## src/rtl/sd_video_tg.sv

```systemverilog
// sd_video_tg: parametrised NTSC/PAL SD composite-video timing generator with genlock
module sd_video_tg #(
  parameter int C_HW            = 11,
  parameter int C_H_SIZE        = 910,
  parameter int C_FIELD_HL      = 525,
  parameter int C_HSYNC_W       = 66,
  parameter int C_EQU_W         = 33,
  parameter int C_SERR_W        = 66,
  parameter int C_H_BLANK_START = 894,
  parameter int C_H_BLANK_END   = 126,
  parameter int C_VBLANK_HL     = 40,
  parameter int C_BURST_START   = 72,
  parameter int C_BURST_END     = 115,
  parameter int C_H_LOCK_OFS    = 2
) (
  input  logic            CK_i,
  input  logic            XAR_i,
  input  logic            CK_EE_i,
  input  logic            INTERLACE_i,
  input  logic            LOCK_EN_i,
  input  logic            XHD_i,
  input  logic            XVD_i,
  output logic            SYNC_o,
  output logic            BLANK_o,
  output logic            BURST_o,
  output logic            FI_o,
  output logic [C_HW-1:0] H_CTR_o,
  output logic [9:0]      HL_CTR_o,
  output logic            SOF_o
);
  localparam logic [C_HW-1:0] H_LAST     = C_HW'(C_H_SIZE - 1);
  localparam logic [C_HW-1:0] HH         = C_HW'(C_H_SIZE / 2);
  localparam logic [C_HW-1:0] HH_LAST    = C_HW'(C_H_SIZE / 2 - 1);
  localparam logic [C_HW-1:0] EQU_W      = C_HW'(C_EQU_W);
  localparam logic [C_HW-1:0] BROAD_W    = C_HW'(C_H_SIZE / 2 - C_SERR_W);
  localparam logic [C_HW-1:0] HSYNC_W    = C_HW'(C_HSYNC_W);
  localparam logic [C_HW-1:0] HB_START   = C_HW'(C_H_BLANK_START);
  localparam logic [C_HW-1:0] HB_END     = C_HW'(C_H_BLANK_END);
  localparam logic [C_HW-1:0] BU_START   = C_HW'(C_BURST_START);
  localparam logic [C_HW-1:0] BU_END     = C_HW'(C_BURST_END);
  localparam logic [C_HW-1:0] LOCK_OFS   = C_HW'(C_H_LOCK_OFS);
  localparam logic [9:0]      HL_IL_LAST = 10'(C_FIELD_HL - 1);
  localparam logic [9:0]      HL_PR_LAST = 10'(C_FIELD_HL - 2);
  localparam logic [9:0]      VBL        = 10'(C_VBLANK_HL);

  logic [C_HW-1:0] h_q, h_d, hp;
  logic [9:0]      hl_q, hl_d;
  logic [1:0]      xhd_q, xhd_d, xvd_q, xvd_d;
  logic            fi_q, fi_d, il_q, il_d, sof_q, sof_d;
  logic            sync_q, sync_d, blank_q, blank_d, burst_q, burst_d;
  logic            xhd_fall, xvd_fall, hb, wrap, vblank, eq_hl, broad_hl, sync_low;

  // Genlock fall detection and counter next state; il_q holds the field mode latched at field start
  always_comb begin
    xhd_d    = {xhd_q[0], XHD_i};
    xvd_d    = {xvd_q[0], XVD_i};
    xhd_fall = LOCK_EN_i & xhd_q[1] & ~xhd_q[0];
    xvd_fall = LOCK_EN_i & xvd_q[1] & ~xvd_q[0];
    hb       = (h_q == HH_LAST) || (h_q == H_LAST);
    wrap     = hb && (hl_q == (il_q ? HL_IL_LAST : HL_PR_LAST));
    h_d      = xhd_fall ? LOCK_OFS : (h_q == H_LAST) ? '0 : h_q + 1'b1;
    hl_d     = (xvd_fall || wrap) ? '0 : hb ? hl_q + 1'b1 : hl_q;
    fi_d     = xvd_fall ? (INTERLACE_i & (h_q >= HH)) : wrap ? (INTERLACE_i & ~fi_q) : fi_q;
    il_d     = (xvd_fall || wrap) ? INTERLACE_i : il_q;
    sof_d    = xvd_fall || wrap;
  end

  // Composite sync, blank and burst decoded from the live counters
  always_comb begin
    hp       = (h_q >= HH) ? h_q - HH : h_q;
    eq_hl    = (hl_q < 10'd6) || ((hl_q >= 10'd12) && (hl_q < 10'd18));
    broad_hl = (hl_q >= 10'd6) && (hl_q < 10'd12);
    vblank   = hl_q < VBL;
    sync_low = eq_hl ? (hp < EQU_W) : broad_hl ? (hp < BROAD_W) : (h_q < HSYNC_W);
    sync_d   = ~sync_low;
    blank_d  = vblank || (h_q >= HB_START) || (h_q < HB_END);
    burst_d  = !vblank && (h_q >= BU_START) && (h_q < BU_END);
  end

  // State registers; CK_EE_i gates every flop, synchronisers included
  always_ff @(posedge CK_i or negedge XAR_i) begin
    if (!XAR_i) begin
      h_q     <= '0;
      hl_q    <= '0;
      fi_q    <= 1'b0;
      il_q    <= 1'b1;
      sof_q   <= 1'b0;
      sync_q  <= 1'b1;
      blank_q <= 1'b1;
      burst_q <= 1'b0;
      xhd_q   <= 2'b11;
      xvd_q   <= 2'b11;
    end else if (CK_EE_i) begin
      h_q     <= h_d;
      hl_q    <= hl_d;
      fi_q    <= fi_d;
      il_q    <= il_d;
      sof_q   <= sof_d;
      sync_q  <= sync_d;
      blank_q <= blank_d;
      burst_q <= burst_d;
      xhd_q   <= xhd_d;
      xvd_q   <= xvd_d;
    end
  end

  assign SYNC_o   = sync_q;
  assign BLANK_o  = blank_q;
  assign BURST_o  = burst_q;
  assign FI_o     = fi_q;
  assign H_CTR_o  = h_q;
  assign HL_CTR_o = hl_q;
  assign SOF_o    = sof_q;
endmodule
```

## config.mk

```make
export PLATFORM = sky130hd
export DESIGN_NAME = sd_video_tg
export DESIGN_NICKNAME = d
export VERILOG_FILES = /design/src/rtl/sd_video_tg.sv
export SDC_FILE = /design/constraint.sdc
export NUM_CORES = 1
export LEC_CHECK = 0
export ABC_AREA = 1
export CORE_MARGIN = 5
export CORE_UTILIZATION = 57
export CTS_BUF_LIST = sky130_fd_sc_hd__clkbuf_8
export CTS_CLUSTER_DIAMETER = 100
export DETAILED_ROUTE_END_ITERATION = 8
export GPL_TIMING_DRIVEN = 0
export HOLD_SLACK_MARGIN = 0.05
export MAX_ROUTING_LAYER = met4
export PLACE_DENSITY_LB_ADDON = 0.1
export SETUP_SLACK_MARGIN = 0.02
export SKIP_CTS_REPAIR_TIMING = 1
export SYNTH_ARGS = -nofsm -noshare
export SYNTH_HDL_FRONTEND = slang
export SYNTH_SLANG_ARGS = --single-unit
```

## constraint.sdc

```tcl
create_clock -name CK_i -period 1.9 [get_ports CK_i]
set_clock_uncertainty 0.05 [all_clocks]
set_input_delay 0.285 -clock CK_i [delete_from_list [all_inputs] [get_ports CK_i]]
set_output_delay 0.285 -clock CK_i [all_outputs]
set_load 0.05 [all_outputs]
```

=== Word level (Yosys, flattened, before mapping) ===
Cells that the tools add are included.
Widths: inputs -> output; s select.

* Multiplexer cells: 10
* Shift-type cells: 0
* Add/sub/neg operators: 3
* Reduce and logical (&&, ||, !) cells: 16
* Multipliers: 0
* Equality and inequality tests: 3
* Bitwise operators: 10
* Divide/modulo/power cells: 0
* $lt $le $gt $ge: 14

{| class="wikitable"
|+ Operators with widths
! cell !! number
|-
| $lt 11x7->1 const B || 3
|-
| $mux 11 || 3
|-
| $mux 10 || 2
|-
| $add 11x1->11 const B || 1
|-
| $eq 11x10->1 const B || 1
|-
| $eq 11x9->1 const B || 1
|-
| $ge 11x10->1 const B || 1
|-
| $ge 11x7->1 const B || 1
|-
| $ge 11x9->1 const B || 1
|-
| $lt 11x6->1 const B || 1
|-
| $lt 11x9->1 const B || 1
|-
| $sub 11x9->11 const B || 1
|-
| $add 10x1->10 const B || 1
|-
| $eq 10x10->1 || 1
|-
| $ge 10x3->1 const B || 1
|-
| $ge 10x4->1 const B || 1
|-
| $lt 10x3->1 const B || 1
|-
| $lt 10x4->1 const B || 1
|-
| $lt 10x5->1 const B || 1
|-
| $lt 10x6->1 const B || 1
|-
| $and 1x1->1 || 6
|-
| $reduce_and 2->1 || 3
|-
| $logic_and 1x1->1 || 5
|-
| $logic_or 1x1->1 || 5
|-
| 5 further kinds || 12
|}

* Output and inout port bits: 26
* ROM bits: 0
* Bits in registers: 31
* Bits of input ports: 7
* Logic and storage cells: 66
* Memories: 0
* Bits in writable memories: 0
* Bits in latches: 0

=== Longest topological paths before layout ===
Gate-level depths: netlist (run 1).

* Word-level depth: 6
* Gate-level depth with buffers: 15
* Mapped depth without buffers: 15

=== Worst setup path before layout (run 1) ===
No wires, ideal clock.

* Path kind: register to register
* Start: register h_q[1], in the netlist H_CTR_o[1]
* End: register sync_q, in the netlist SYNC_o
* Slack: -200 ps
* Setup time: 60 ps
* Period minus slack after synthesis: 2100 ps
* Path buffers: 1
* Data arrival time: 1990 ps
* Stages on the path, launching flop included: 15
* Data required time: 1790 ps
* Path through: dfrtp_1 -> ha_1 -> inv_1 -> nor2_1 -> nand3_2 -> nand3_4 -> buf_8 -> nand2_2 -> nand2_1 -> nand2_1 -> a21oi_2 -> nand2_1 -> nand2_1 -> nand2_1 -> nand2_1

* Cells in the longest elaborated chain, start to end: 6
* Elaborated cells between the ends (all ways): 9
* Those cells by class: add/sub: 1; order compare: 4; mux: 3; bitwise: 1

{| class="wikitable"
|+ RTL lines
! item !! line !! text
|-
| from (decl) || 46 || <nowiki>logic [C_HW-1:0] h_q, h_d, hp;</nowiki>
|-
| from (signal assigned) || 83 || <nowiki>h_q <= '0;</nowiki>
|-
| from (signal assigned) || 94 || <nowiki>h_q <= h_d;</nowiki>
|-
| $sub 11x9->11 or $ge 11x9->1 (tied branches) || 70 || <nowiki>hp = (h_q >= HH) ? h_q - HH : h_q;</nowiki>
|-
| $mux 11 || 70 ||
|-
| $lt 11x9->1 || 74 || <nowiki>sync_low = eq_hl ? (hp < EQU_W) : broad_hl ? (hp < BROAD_W) : (h_q < HSYNC_W);</nowiki>
|-
| $mux 1 || 74 ||
|-
| $mux 1 (*) || 74 ||
|-
| $not 1->1 (*) || 75 || <nowiki>sync_d = ~sync_low;</nowiki>
|-
| to (signal assigned) || 99 || <nowiki>sync_q <= sync_d;</nowiki>
|-
| to (decl) || 50 || <nowiki>logic sync_q, sync_d, blank_q, blank_d, burst_q, burst_d;</nowiki>
|}

Mark *: on every way between the ends. The rest lies on a longest branch, timed or not.
A chain may end at the register's enable or synchronous reset.

=== Final worst setup path (run 1) ===
* Start: register h_q[1], in the netlist H_CTR_o[1]
* End: register hl_q[7], in the netlist HL_CTR_o[7]

* Cells in the longest elaborated chain, start to end: 6
* Elaborated cells between the ends (all ways): 8
* Those cells by class: eq/ne: 2; mux: 1; reduce/logical: 5

{| class="wikitable"
|+ RTL lines
! item !! line !! text
|-
| $eq 11x9->1 or $eq 11x10->1 (tied branches) || 59 || <nowiki>hb = (h_q == HH_LAST) || (h_q == H_LAST);</nowiki>
|-
| $logic_or 1x1->1 (*) || 59 ||
|-
| $logic_and 1x1->1 || 60 || <nowiki>wrap = hb && (hl_q == (il_q ? HL_IL_LAST : HL_PR_LAST));</nowiki>
|-
| $logic_or 1x1->1 || 62 || <nowiki>hl_d = (xvd_fall || wrap) ? '0 : hb ? hl_q + 1'b1 : hl_q;</nowiki>
|-
| $reduce_bool 2->1 (no line) || n/a ||
|-
| $reduce_and 2->1 (no line) || n/a ||
|-
| to (signal assigned) || 95 || <nowiki>hl_q <= hl_d;</nowiki>
|-
| to (decl) || 47 || <nowiki>logic [9:0] hl_q, hl_d;</nowiki>
|}

Marks and branches as above.

==> results.yml, run 1 <==
global_route:
  met2_usage_pct: 36.52
  grtUsageMet3_pct: 3.784
  grt_usage_pct: 25.54
  use_met1_pct: 35.67
  overflow: 0
  grt_start_max_net_pins: 32
  busiest_layer: "met2"
  grt_pass1_vias: 2219
  grt_pass1_wl_mm: 10.40
  antenna_found_initial: 0
run:
  drv_cap: 0
floorplan:
  initial_utilization_pct: 58.99
  dieHeight_um: 74.34
  core-area_um2: 4000
  fp.dieArea_um2: 5526
  num_io_pins: 33
  rows: 23
  die_w_um: 74.34
power_and_ir_drop:
  p_seq_share_pct: 25.0
  internal_power_mw: 2.276
  pwr-share-clk_pct: 15.3
  p_comb_share_pct: 59.8
  p_switching_mw: 2.263
  peakVddDrop_uv: 1149
  swShare_pct: 49.86
  p_leak_nw: 1.663
  cellPowerDensity_nw_per_um2: 1438
yosys:
  synthArstFlopShare_pct: 100.0
  synthDistinctLibCells: 48
  synthCells: 334
  syn_area_um2: 2360
  synth_seq_cells: 31
  syn_nets: 345
  synth-warning-count: 0
  yosysSeqAreaShare_pct: 33.24
  synth_edf_count: 0
  synth_flop_cell: "dfrtp_1"
  post_synth.cell_area_avg_um2: 7.065
final_layout:
  final_util_pct: 78.92
  final_nets: 402
  antenna_cells: 0
  drive_above_1_share_pct: 26.28
  final_common_cell: "nand2_1"
  synthToLayoutAreaGrowth_pct: 33.78
  final_cell_mix: "nand2_1 (84), inv_1 (33), nor2_1 (29)"
place:
  hpwl_mm: 4.568
  numPortBuffers: 32
  gp_congestion: 0.9657
sta:
  slew_violations: 0
  fin_crit_sh_pct: 99.82
  tns_ps: 0
  tightest_slew_ps: 716.4
  rsz0062_at_grt: "true"
  finalSetupViolations: 0
  fmax_mhz: 527.3
  fin_crit_ps: 1897
  slew_headroom_pct: 52.24
  finalHoldViolations: 0
clock_network:
  clkTransAtPathRegs_ps: 70
  clkSinkCount: 31
  numCtsBuffers: 5
  htreeDepth: 2
  cts_root_buf: "clkbuf_8"
  cts_buffer_depth: 2
  insertion_delay_ps: 290
  cts_tree: "yes"
setup_path:
  worstReg2RegEnd: "HL_CTR_o[7]"
  r2r_start: "H_CTR_o[1]"
  r2r_cells: 13
  crit_buf_inv: 4
  worstPathCellList: "inv_2, ha_2, nand4_1, nor2_2, nand2_2, o21ai_2, inv_2, nand2_2, nand2_4, clkinv_4, buf_8, nand3b_1, nand2_1"
  crit_path_top_delay_cell: "dfrtp_2"
  crit_type: "reg -> reg"
  path_delay_family: "simple AND/OR/NAND/NOR gates"
  cp_max_fo: 10
  end_kind: "flip-flop"
  regToRegSetupSlack_ps: 3
  critPathRequiredTime_ps: 2080
  path_depth: 13
  startpoint_type: "flip-flop"
  slowest_delay_ps: 480
  arrival_ps: 2070
routing:
  vias: 2441
  ant_nets: 0
  wl_per_cell_um: 14.44
  dr.pass1.iters: 5
  drc: 0
  routed_wl_mm: 6.381
  via_per_inst: 5.523
  detail_route.iter0.violations: 255
min_path:
  hold_path_end: "SYNC_o"
  holdPathStages: 2
  hp-class: "reg -> reg"
  min-delay-start: "SYNC_o"
run_status:
  status: "finished, final reports clean"
cells in the mapped netlist, types with 2 or more instances:
library cell  count  share of area (%)
nand3_2           2               0.85
nand2_4           4                1.9
ha_1              4                2.1
o21ai_2           2               0.74
clkinv_4          2               0.74
nand2_1          88                 14
nor2_2            3               0.80
o21ai_0          19                4.0
buf_6             3                1.4
dfstp_2           7                7.8
nand3b_1          2               0.64
a31oi_1           4                1.1
nor2_4            2               0.95
nor3_1            8                1.7
inv_1            36                5.7
nand2_2           6                1.6
nor4_1            2               0.53
xor2_1            6                2.2
nand4_1          11                2.9
dfrtp_1          24                 25
a21oi_1           7                1.5
nand3_1          23                4.9
xnor2_1           2               0.74
o21ai_1           3               0.64
clkbuf_1          3               0.48
nor2_1           33                5.2
inv_2             6               0.95
nor3_2            2               0.85
kinds of logic after synthesis:
group	count (synthesis)	share of synthesized area, %
compound gates	49	12.94
fa+ha+maj	4	2.121
buf+inv	54	10.82
xor+xnor	8	2.969
flops	31	33.25
simple gates	188	37.91
layout make-up:
type	count	area (um2)
Inverter	45	186.4
Clock inverter	2	35.03
Multi-Input combinational cell	249	1418
Sequential cell	31	799.5
Tap cell	50	62.56
Timing Repair Buffer	50	498.0
Clock buffer	6	82.58
Fill cell	285	843.3
Buffer	9	75.07
metrics by stage:
stage | power (mW) | area [um2] | hold WS, ps | setup slack, ps | instances
after detailed placement | 3.584 | 2758 | 420.2 | -254.4 | 416
after CTS | 4.291 | 2875 | 430.0 | -106.5 | 424
after floorplan | 2.892 | 2375 | -60.59 | -4.633 | 334
after global placement | 3.544 | 2758 | 404.3 | -174.5 | 416
final | 4.539 | 3157 | 422.6 | 3.499 | 442
after global routing | 4.854 | 3157 | 444.3 | -139.0 | 442
how the worst max path moves through the flow:
stage,endpoint,from
after floorplan,SYNC_o,H_CTR_o[1]
after global placement,HL_CTR_o[3],XAR_i
after detailed placement,HL_CTR_o[3],XAR_i
after CTS,SYNC_o,H_CTR_o[1]
after global routing,SYNC_o,H_CTR_o[3]
final,HL_CTR_o[7],H_CTR_o[1]
state kept, by name, summed over array words and instances, names as in the netlist:
register  cells
H_CTR_o      11
xhd_q         2
FI_o          1
SOF_o         1
BLANK_o       1
BURST_o       1
HL_CTR_o     10
il_q          1
xvd_q         2
SYNC_o        1
routing by layer:
layer | part of all wire, % | vias up
li1 | - | 1214
met1 | 45 | 1103
met2 | 45 | 109
met3 | 8.0 | 15
met4 | 2.2 | 0
met5 | 0 | -
power by group through the flow:
stage	Clock (mW)	Combinational [mW]	Sequential, mW
final	0.692	2.71	1.13
after global routing	0.729	2.96	1.17
after CTS	0.703	2.46	1.12
after detailed placement	0	2.45	1.13
after global placement	0	2.42	1.13
after floorplan	0	1.21	1.68
tightest hold or removal path: stages, from the launching register on:
cell     delay (ps)
dfstp_2         370
nand2_1          50
nand2_1          50
(Power assumes the default switching activity.)
==> run 2, diff against run 1 <==
- TNS_END_PERCENT: not set -> 20
==> results.yml, run 2 (same netlist as run 1, synthesis figures left out) <==
run_status:
  status: "finished, final reports clean"
setup_path:
  cp_max_fo: 8
  startpoint_type: "flip-flop"
  critPathRequiredTime_ps: 2080
  end_kind: "flip-flop"
  arrival_ps: 2070
  crit_type: "reg -> reg"
floorplan:
  die_w_um: 74.34
  num_io_pins: 33
  rows: 23
  fp.dieArea_um2: 5526
  dieHeight_um: 74.34
  initial_utilization_pct: 58.99
  core-area_um2: 4000
routing:
  via_per_inst: 5.512
  drc: 0
  dr.pass1.iters: 5
  detail_route.iter0.violations: 255
  routed_wl_mm: 6.291
  wl_per_cell_um: 14.27
  ant_nets: 0
  vias: 2431
power_and_ir_drop:
  p_comb_share_pct: 59.6
  cellPowerDensity_nw_per_um2: 1437
  pwr-share-clk_pct: 15.3
  p_switching_mw: 2.257
  p_leak_nw: 1.660
  internal_power_mw: 2.264
  p_seq_share_pct: 25.0
  swShare_pct: 49.91
  peakVddDrop_uv: 1149
sta:
  rsz0062_at_grt: "true"
  tightest_slew_ps: 705.1
  tns_ps: 0
  finalHoldViolations: 0
  slew_headroom_pct: 53.00
  fmax_mhz: 529.5
  slew_violations: 0
  finalSetupViolations: 0
  hold_ws_ps: 423.1
  fin_crit_ps: 1889
  fin_crit_sh_pct: 99.40
place:
  gp_congestion: 0.9657
  dp_cells: 416
  hpwl_mm: 4.568
  numPortBuffers: 32
clock_network:
  clkSinkCount: 31
  cts_root_buf: "clkbuf_8"
  clkTransAtPathRegs_ps: 70
  htreeDepth: 2
  cts_tree: "yes"
  insertion_delay_ps: 290
  numCtsBuffers: 5
  cts_buffer_depth: 2
run:
  drv_cap: 0
final_layout:
  drive_above_1_share_pct: 25.83
  final_util_pct: 78.67
  largest_register_ffs: 11
  final_cells: 441
  final_cell_mix: "nand2_1 (84), inv_1 (33), nor2_1 (29)"
  final_nets: 401
  antenna_cells: 0
  synthToLayoutAreaGrowth_pct: 33.35
  fill_cells: 286
  final_common_cell: "nand2_1"
global_route:
  antenna_found_initial: 0
  grt_usage_pct: 25.54
  grt_pass1_wl_mm: 10.40
  grt_pass1_vias: 2219
  overflow: 0
  grt_start_max_net_pins: 32
min_path:
  hp-class: "reg -> reg"
==> run 2: cell type report <==
cell class | count | area [um2] | area share, %
Buffer | 9 | 75.07 | 2.386
Clock buffer | 6 | 82.58 | 2.624
Clock inverter | 2 | 35.03 | 1.113
Inverter | 45 | 186.4 | 5.924
Multi-Input combinational cell | 249 | 1415 | 44.97
Sequential cell | 31 | 799.5 | 25.41
Tap cell | 50 | 62.56 | 1.988
Timing Repair Buffer | 49 | 490.5 | 15.59
==> run 2: per-layer routing <==
layer / global-route usage, % / vias to the layer above / part of all wire, %
li1: - / 1210 / -
met1: 35.67 / 1119 / 47
met2: 36.52 / 85 / 44
met3: 3.784 / 17 / 6.4
met4: 11.66 / 0 / 2.7
met5: - / - / 0
==> run 2: worst paths after layout <==
kind	start	cells past startpoint	end	slack (ps)
min in group asynchronous	XAR_i	2	HL_CTR_o[8]	520
max in group asynchronous	XAR_i	2	H_CTR_o[1]	790
worst min-delay path	SYNC_o	2	SYNC_o	420
worst max register to register	H_CTR_o[1]	13	SYNC_o	10
worst max-delay path	H_CTR_o[1]	13	SYNC_o	10
worst min register to register	SYNC_o	2	SYNC_o	420
==> run 2: through the flow <==
| stage | instance area, um2 | power (mW) | setup WS [ps] |
|---|---|---|---|
| final | 3147 | 4.521 | 11.33 |
| after global routing | 3147 | 4.838 | -139.1 |
| after CTS | 2875 | 4.291 | -106.5 |
| after detailed placement | 2758 | 3.584 | -254.4 |
| after global placement | 2758 | 3.544 | -174.5 |
| after floorplan | 2375 | 2.892 | -4.633 |
==> run 2: worst max-delay path: stages, from the launching register on <==
cell and delay (ps):
dfrtp_2 480, ha_4 190, nand2_2 110, nand3_2 140, xor2_1 220, nand2_1 80
nand2_1 90, inv_1 40, nor2_1 120, nand3_1 80, nand2_1 60, nand2_1 40
nand2_1 60, nand2_1 50
==> run 2: power by group through the flow <==
stage / logic [mW] / clock network [mW] / registers (mW)
2_1_floorplan: 1.21 / 0 / 1.68
3_3_place_gp: 2.42 / 0 / 1.13
3_5_place_dp: 2.45 / 0 / 1.13
4_1_cts: 2.46 / 0.703 / 1.12
5_1_grt: 2.94 / 0.729 / 1.17
6_report: 2.70 / 0.692 / 1.13
==> run 3, diff against run 2 <==
- CORE_UTILIZATION: 57 -> 51
- clock period: 1.9 -> 1.7 ns (I/O delays scaled with it)
==> results.yml, run 3 (same netlist as run 1, synthesis figures left out) <==
final_layout:
  synthToLayoutAreaGrowth_pct: 44.59
  fill_cells: 309
  largest_register_ffs: 11
  multi_input_area_um2: 1526
  seq_area_um2: 809.5
  drive_above_1_share_pct: 32.42
  final_common_cell: "nand2_1"
  final_cell_area_um2: 3412
  final_nets: 411
  final_cell_mix: "nand2_1 (84), inv_1 (31), nor2_1 (26), dlymetal6s2s_1 (26), buf_4 (25)"
  antenna_cells: 0
place:
  numPortBuffers: 32
  place_area_um2: 2790
  gp_congestion: 0.8983
  hpwl_mm: 4.570
run:
  drv_cap: 0
global_route:
  grt_usage_pct: 21.97
  grt_start_max_net_pins: 32
  overflow: 0
  antenna_found_initial: 0
  grt_pass1_vias: 2181
  grt_pass1_wl_mm: 10.63
setup_path:
  crit_type: "reg -> reg"
  worstPathCellList: "inv_4, ha_4, nand4_1, nor2_2, nand2_2, o21ai_4, inv_2, nand2_2, nand2_4, clkinv_4, buf_8, nand3b_1, nand2_1"
  critPathRequiredTime_ps: 1870
  arrival_ps: 2110
  crit_buf_inv: 4
  startpoint_type: "flip-flop"
  crit_path_top_delay_cell: "dfrtp_4"
  end_kind: "flip-flop"
  cp_max_fo: 7
  path_delay_family: "simple AND/OR/NAND/NOR gates"
  cp_common_cell: "nand2_2"
  slowest_delay_ps: 540
floorplan:
  core-area_um2: 4414
  initial_utilization_pct: 53.46
  dieHeight_um: 78.02
  rows: 24
  die_w_um: 78.02
  num_io_pins: 33
  fp.dieArea_um2: 6087
sta:
  finalHoldViolations: 0
  final_critical_path_setup_slack_ps: -233.4
  tightest_slew_ps: 706.1
  fin_crit_sh_pct: 113.7
  fmax_mhz: 517.2
  slew_headroom_pct: 52.93
  finalSetupViolations: 21
  tns_ps: -2782
  slew_violations: 0
  fin_crit_ps: 1933
  rsz0062_at_grt: "true"
clock_network:
  htreeDepth: 2
  cts_buffer_depth: 2
  numCtsBuffers: 5
  clkSinkCount: 31
  insertion_delay_ps: 290
  cts_root_buf: "clkbuf_8"
  clkTransAtPathRegs_ps: 70
  cts_tree: "yes"
run_status:
  status: "complete, but fails checks"
  violations: "negative setup slack"
routing:
  routed_wl_mm: 6.793
  wl_per_cell_um: 15.00
  dr.pass1.iters: 5
  vias: 2489
  drc: 0
  ant_nets: 0
  detail_route.iter0.violations: 233
  via_per_inst: 5.494
min_path:
  hp-class: "reg -> reg"
power_and_ir_drop:
  peakVddDrop_uv: 905.9
  p_leak_nw: 1.838
  cellPowerDensity_nw_per_um2: 1535
==> run 3: area by class of cell <==
cell class | instances | share of cell area [%]
buffer | 9 | 2.200
clock buffer | 6 | 2.420
clock inverter | 2 | 1.027
inverter | 45 | 5.794
multi-input combinational | 249 | 44.74
sequential | 31 | 23.73
tap | 52 | 1.907
timing repair buffer | 59 | 18.19
==> run 3: path summary, 6_finish.rpt <==
| kind | from | endpoint | slack [ps] | cells past startpoint |
|---|---|---|---|---|
| worst max-delay path | H_CTR_o[1] | HL_CTR_o[7] | -230 | 13 |
| worst min-delay path | SYNC_o | SYNC_o | 420 | 2 |
| worst max register to register | H_CTR_o[1] | HL_CTR_o[7] | -230 | 13 |
| worst min register to register | SYNC_o | SYNC_o | 420 | 2 |
| max in group asynchronous | XAR_i | H_CTR_o[0] | 560 | 2 |
| min in group asynchronous | XAR_i | H_CTR_o[8] | 500 | 2 |
==> run 3: power breakdown <==
| part | internal (mW) | switching [mW] | leakage, nW |
|---|---|---|---|
| Sequential | 1.00 | 0.288 | 0.364 |
| Clock | 0.474 | 0.306 | 0.0612 |
| Combinational | 1.16 | 2.01 | 1.41 |
| Total | 2.63 | 2.61 | 1.84 |
==> run 3: tightest hold or removal path: stages, from the launching register on <==
cell     delay [ps]
dfstp_2         370
nand2_1          50
nand2_1          50
==> run 3: through the flow <==
stage	hold WS (ps)	std cells	total power, mW	setup slack, ps	util [%]
CTS	-1.760	426	4.821	-302.9	65.87
finish	417.7	453	5.238	-233.4	77.30
floorplan	-90.59	334	3.268	-139.5	-
global route	450.1	453	5.617	-327.3	77.30
detailed placement	310.6	418	4.023	-287.5	63.21
global placement	404.6	418	4.004	-527.2	63.32
==> run 3: routing by layer <==
metal | up-vias | routed length (um) | track usage (%)
li1 | 1236 | - | -
met1 | 1138 | 3219 | 33.14
met2 | 102 | 2991 | 30.88
met3 | 13 | 448 | 3.432
met4 | 0 | 132 | 5.236
met5 | - | 0 | -
